--- src/rtl/cart_bus_bridge.sv ---
// Cartridge bus bridge behind the 6502 wrapper. It generates the CPU clock enable,
// decodes the memory map and bank register, and runs req/ack memory accesses with a timeout.
module cart_bus_bridge #(
  parameter int CLK_DIV = 4,
  parameter int TIMEOUT = 255
) (
  input  logic        clk,
  input  logic        rst,
  output logic        enable,
  input  logic [15:0] cpu_ab,
  input  logic [7:0]  cpu_dbo,
  input  logic        cpu_we,
  output logic [7:0]  cpu_dbi,
  output logic        cpu_ready,
  output logic [19:0] mem_addr,
  output logic [7:0]  mem_wdata,
  output logic        mem_we,
  output logic        mem_req,
  input  logic        mem_ack,
  input  logic [7:0]  mem_rdata,
  output logic [5:0]  bank,
  output logic        bus_err
);

  localparam int DIV_W = (CLK_DIV > 2) ? $clog2(CLK_DIV) : 1;
  localparam logic [DIV_W-1:0] DIV_LAST = DIV_W'(CLK_DIV - 1);
  localparam logic [DIV_W-1:0] DIV_PRE  = DIV_W'(CLK_DIV - 2);
  localparam logic [7:0]       TO_LAST  = 8'(TIMEOUT - 1);

  typedef enum logic [1:0] {
    IDLE   = 2'd0,
    LATCH  = 2'd1,
    ACCESS = 2'd2
  } state_t;

  state_t           state_reg;
  logic [DIV_W-1:0] div_reg;
  logic [7:0]       to_reg;

  logic [19:0] phys_next;
  logic        bank_wr_next;

  always_comb begin
    phys_next    = 20'h00000;
    bank_wr_next = 1'b0;
    if (!cpu_ab[15]) begin
      phys_next = {5'b00000, cpu_ab[14:0]};
    end else if (!cpu_ab[14]) begin
      phys_next = {bank, cpu_ab[13:0]};
    end else begin
      phys_next    = {6'h3F, cpu_ab[13:0]};
      bank_wr_next = cpu_we;
    end
  end

  always_ff @(posedge clk) begin
    if (rst) begin
      state_reg <= IDLE;
      div_reg   <= '0;
      to_reg    <= 8'h00;
      enable    <= 1'b0;
      cpu_ready <= 1'b1;
      cpu_dbi   <= 8'h00;
      mem_req   <= 1'b0;
      mem_we    <= 1'b0;
      mem_addr  <= 20'h00000;
      mem_wdata <= 8'h00;
      bank      <= 6'h00;
      bus_err   <= 1'b0;
    end else begin
      enable <= 1'b0;
      case (state_reg)
        IDLE: begin
          // Look one cycle ahead so the strobe lands on the final idle cycle.
          enable <= (div_reg == DIV_PRE);
          if (div_reg == DIV_LAST) begin
            div_reg   <= '0;
            state_reg <= LATCH;
            cpu_ready <= 1'b0;
          end else begin
            div_reg <= div_reg + 1'b1;
          end
        end
        LATCH: begin
          if (bank_wr_next) begin
            bank      <= cpu_dbo[5:0];
            state_reg <= IDLE;
            cpu_ready <= 1'b1;
          end else begin
            mem_addr  <= phys_next;
            mem_wdata <= cpu_dbo;
            mem_we    <= cpu_we;
            mem_req   <= 1'b1;
            to_reg    <= 8'h00;
            state_reg <= ACCESS;
          end
        end
        ACCESS: begin
          // An ack in the final timeout cycle wins over the timeout.
          if (mem_ack) begin
            if (!mem_we) begin
              cpu_dbi <= mem_rdata;
            end
            mem_req   <= 1'b0;
            state_reg <= IDLE;
            cpu_ready <= 1'b1;
          end else if (to_reg == TO_LAST) begin
            bus_err <= 1'b1;
            if (!mem_we) begin
              cpu_dbi <= 8'hFF;
            end
            mem_req   <= 1'b0;
            state_reg <= IDLE;
            cpu_ready <= 1'b1;
          end else begin
            to_reg <= to_reg + 8'd1;
          end
        end
        default: begin
          state_reg <= IDLE;
          cpu_ready <= 1'b1;
          mem_req   <= 1'b0;
        end
      endcase
    end
  end

endmodule

--- config.mk ---
export PLATFORM = sky130hd
export DESIGN_NAME = cart_bus_bridge
export DESIGN_NICKNAME = d
export VERILOG_FILES = /design/src/rtl/cart_bus_bridge.sv
export SDC_FILE = /design/constraint.sdc
export NUM_CORES = 1
export LEC_CHECK = 0
export CORE_MARGIN = 10
export CORE_UTILIZATION = 36
export DETAILED_ROUTE_END_ITERATION = 8
export GPL_TIMING_DRIVEN = 0
export PLACE_DENSITY = 0.73
export RECOVER_POWER = 25
export REMOVE_ABC_BUFFERS = 1
export SETUP_SLACK_MARGIN = 0.02
export SLEW_MARGIN = 40
export SYNTH_ARGS = -nofsm -noshare
export SYNTH_HDL_FRONTEND = slang
export SYNTH_SLANG_ARGS = --single-unit
--- constraint.sdc ---
create_clock -name clk -period 1.95 [get_ports clk]
set_input_delay 0.39 -clock clk [delete_from_list [all_inputs] [get_ports clk]]
set_output_delay 0.39 -clock clk [all_outputs]
set_load 0.005 [all_outputs]
== Word level (Yosys, flattened, before mapping) ==
Index checks and enable logic that the tools add are counted.
Word-level totals
  flip-flop bits (word level): 59
  output and inout bits: 47
  logic and storage cells: 69
Cells by class
  add/sub/neg operators: 2
  eq/ne operators: 13
  bitwise operators: 3
  reductions and logical operators: 12
  muxes and demuxes: 27
Operator list (count)
  $mux 8: 7
  $mux 20: 2
  $pmux 8 s2: 1
  $ne 2x2->1 const B: 7
  $mux 2: 5
  $mux 1: 9
  $reduce_and 3->1: 3
  $add 8x1->8 const B: 1
  $eq 8x8->1 const B: 1
  $reduce_and 4->1: 2
  $eq 2x2->1 const B: 3
  $pmux 1 s3: 2
  $pmux 2 s3: 1
  $reduce_and 2->1: 3
  $reduce_bool 2->1: 2
  $ne 3x3->1 const B: 1
  $not 1->1: 3
  $add 2x1->2 const B: 1
  $eq 2x1->1 const B: 1
  $logic_not 2->1: 1
  $reduce_or 2->1: 1

== Depth between registers and ports, before layout ==
  word-level depth: 4
  mapped depth: 7
  gate-level depth less buffers: 6

== Least setup slack after synthesis ==
No wires, ideal clock.
  kind: register to register
  start: register to_reg[0]
  end: register to_reg[6]
  arrival time: 1361 ps
  clock period less this slack: 1419 ps
  setup slack: 531 ps
  stages on the path, launching flop included: 6
  library setup time: 58 ps
  path through: dfxtp_1 > ha_1 > inv_1 > or4_1 > o31a_1 > nand2_1
On the way
  longest elaborated chain between the ends: 4
  elaborated cells on any way between the ends: 7
  classes of those cells: add/sub: 1; eq/ne: 2; mux: 3; reduce/logical: 1
RTL lines
  from (decl): RTL line 38  | logic [7:0] to_reg;
  from (signal assigned): RTL line 116  | to_reg <= to_reg + 8'd1;
  $add 8x1->8: RTL line 116
  $mux 8: RTL line 107  | end else if (to_reg == TO_LAST) begin
  $mux 8: RTL line 100  | if (mem_ack) begin
  $pmux 8 s2: RTL line 72  | case (state_reg)
Several ways; a longest one is shown, not always the timed one. The select of a mux whose other input is x is not followed.
A chain may end at the register's enable or synchronous reset.

== Final worst setup path ==
  start: input mem_ack
  end: register to_reg[3]
On the way
  longest elaborated chain between the ends: 2
RTL lines
  from (decl): RTL line 19  | input logic mem_ack,
  $ne 2x2->1 (no line)
  $reduce_and 4->1 (no line)
No other way between the ends.

==> results.cfg <==
[run_status]
status = complete, no violations

[timing]
setup_tns_ns = 0
final_hold_viol_count = 0
finalCritPeriodShare_pct = 94.3
rsz0062_at_grt = no
slew_headroom_pct = 62.8
max_freq_mhz = 544
fin_skew_ns = 0.0115
tightest_slew_ns = 0.557
slew_viol_final = 0
setup_viol = 0
fin_crit_ns = 1.84

[clock_network]
clock-sinks = 59
h-tree-depth = 3
root_buffer = clkbuf_8
cts_made_buffers = 9
clock_latency_ns = 0.34
cts_tree = done
clk_pin_slew_ns = 0.07
cts.repair.resized = 0
cts_buffer_depth = 2

[logic_synthesis]
synth_cell_types = 44
yosys_warnings = 0
synth.yosys.seq_area_share_pct = 48.3
synth_cells = 283
synth-seq-cells = 59
syn_area_mm2 = 0.00244
syn-mean-instance-area_um2 = 8.63
synthArstFlopShare_pct = 0
synth_edf_count = 0
synth_ff_type = dfxtp_1

[layout]
final_util_pct = 53.9
area_growth_pct = 42.5
nets = 403
top_register = mem_addr
n_antenna_cell = 0
regArea_mm2 = 0.00118
num-fill-cells = 617
final_cells = 445
drive_above_1_share_pct = 8.15
largest_reg_flops = 20
multi_input_area_mm2 = 0.00110

[detailed_routing]
post-route-drc-count = 0
ant_nets = 0
vias = 2262
routedWlPerCell_um = 15.2
drt-total-wl_um = 6750
drtIter0Drc = 114
firstDrtPassIters = 4
viasPerCell = 5.08

[pwr]
power-per-cell-area_mw_per_mm2 = 760
peakVddDrop_mv = 0.386
leakagePower_nw = 1.26

[critical_path]
path_cells = dlygate4sd3_1 -> nand4b_1 -> or3_1 -> a31oi_1
path_max_fanout = 15
path_class = in -> reg
cp-start-kind = primary input
crit_required_ns = 2.21
r2r_slack_ns = 0.28
cp-end-kind = flop
worst_ep_arrival_time_ns = 2.10
crit_slowest_cell = dlygate4sd3_1
cpPeakStageDelay_ns = 0.75

[place]
gp_congestion = 0.799
dp_cells = 428
dp_hpwl_um = 4900
port_buffers = 82

[global_route]
grt_max_degree = 41
grt_first_pass_wirelength_um = 11000
antenna_found_initial = 0
gr-usage-all-layers_pct = 13.1
grt.overflow.total = 0
grt_pass1_vias = 2240

[floorplan]
start_util_pct = 37.8
core_region_area_mm2 = 0.00646
rows = 29
die_w_um = 102
die_area_mm2 = 0.0105
die_height_um = 102
ios = 83

[worst_hold_path]
hp-class = in -> reg

[run]
cap_violations = 0
report_power, final:
part	switching [mW]	internal, mW
Clock	0.475	0.449
Sequential	0.0445	1.27
Combinational	0.188	0.220
Total	0.707	1.94
worst max-delay path, delay by kind of cell:
kind | cells | cell delay [ns]
AOI/OAI and AO/OA | 1 | 0.17
buffers and inverters | 1 | 0.75
and+or+nand+nor | 2 | 0.79
synth_stat cells (all sizes together) (3+ instances only):
cell	count	area, um^2
dfxtp	59	1180
nand2	54	203
a21oi	31	155
nor2	26	103
inv	14	52.6
buf	11	83.8
a211oi	10	75.1
nand3	8	40.0
mux2i	7	70.1
o21ai	7	50.1
nor3	6	30.0
clkbuf	5	18.8
o211ai	5	37.5
ha	4	50.1
nand4	4	40.0
nand2b	3	21.3
nor2b	3	18.8
o31a	3	26.3
path summary, 6_finish.rpt:
path | from | to | cells after the start
max reg2reg | state_reg[0]$_SDFFE_PP0P_ | to_reg[7]$_SDFFE_PP0P_ | 4
min | rst | mem_addr[11]$_SDFFE_PP0P_ | 2
max | mem_ack | to_reg[3]$_SDFFE_PP0P_ | 4
min reg2reg | mem_addr[15]$_SDFFE_PP0P_ | mem_addr[15]$_SDFFE_PP0P_ | 2
stage by stage:
step	hold slack [ns]	area (um^2)	power [mW]	worst slack, ns
after floorplan	0.442	2330	1.50	-0.0485
after global placement	0.439	3250	1.73	-1.57
after detailed placement	0.440	3320	1.77	-0.224
after CTS	0.359	3480	2.70	0.122
after global routing	0.374	3480	2.79	0.0362
final	0.366	3480	2.65	0.110
layout make-up:
| type | instances | area share, % |
|---|---|---|
| Inverter | 14 | 1.51 |
| Sequential cell | 59 | 33.9 |
| Multi-Input combinational cell | 193 | 31.7 |
| Timing Repair Buffer | 86 | 25.5 |
| Clock buffer | 10 | 3.66 |
| Clock inverter | 6 | 0.934 |
| Tap cell | 77 | 2.77 |
logic make-up after synthesis:
logic type / Yosys count / share of synthesized area (%)
buffers and inverters: 31 / 6.71
DFF: 59 / 48.3
AOI/OAI and AO/OA: 68 / 18.3
and+or+nand+nor: 114 / 21.7
adders and majority gates: 4 / 2.05
muxes: 7 / 2.87
what timing repair did:
action,CTS,global route
buffers inserted,0,1
hold buffers,0,0
setup endpoints to repair,0,1
placed cells by master, fill, tap and decap left out, types with 4 or more instances in the layout:
cell type and n:
clkdlybuf4s50_1 62, dfxtp_1 59, nand2_1 54, a21oi_1 31
nor2_1 24, dlygate4sd3_1 19, inv_1 14, a211oi_1 10
clkbuf_8 9, nand3_1 8, mux2i_1 7, nor3_1 6
o211ai_1 5, o21ai_0 5, clkinv_2 5, ha_1 4
layer usage:
| metal | GRT usage (%) | vias to the layer above | part of all wire (%) |
|---|---|---|---|
| met2 | 21.0 | 71 | 47 |
| met4 | 4.23 | 0 | 1.2 |
| li1 | - | 1138 | - |
| met3 | 7.89 | 10 | 12 |
| met5 | 0 | - | 0 |
| met1 | 14.1 | 1043 | 40 |
Note: power is estimated with default switching activity, not from simulation.
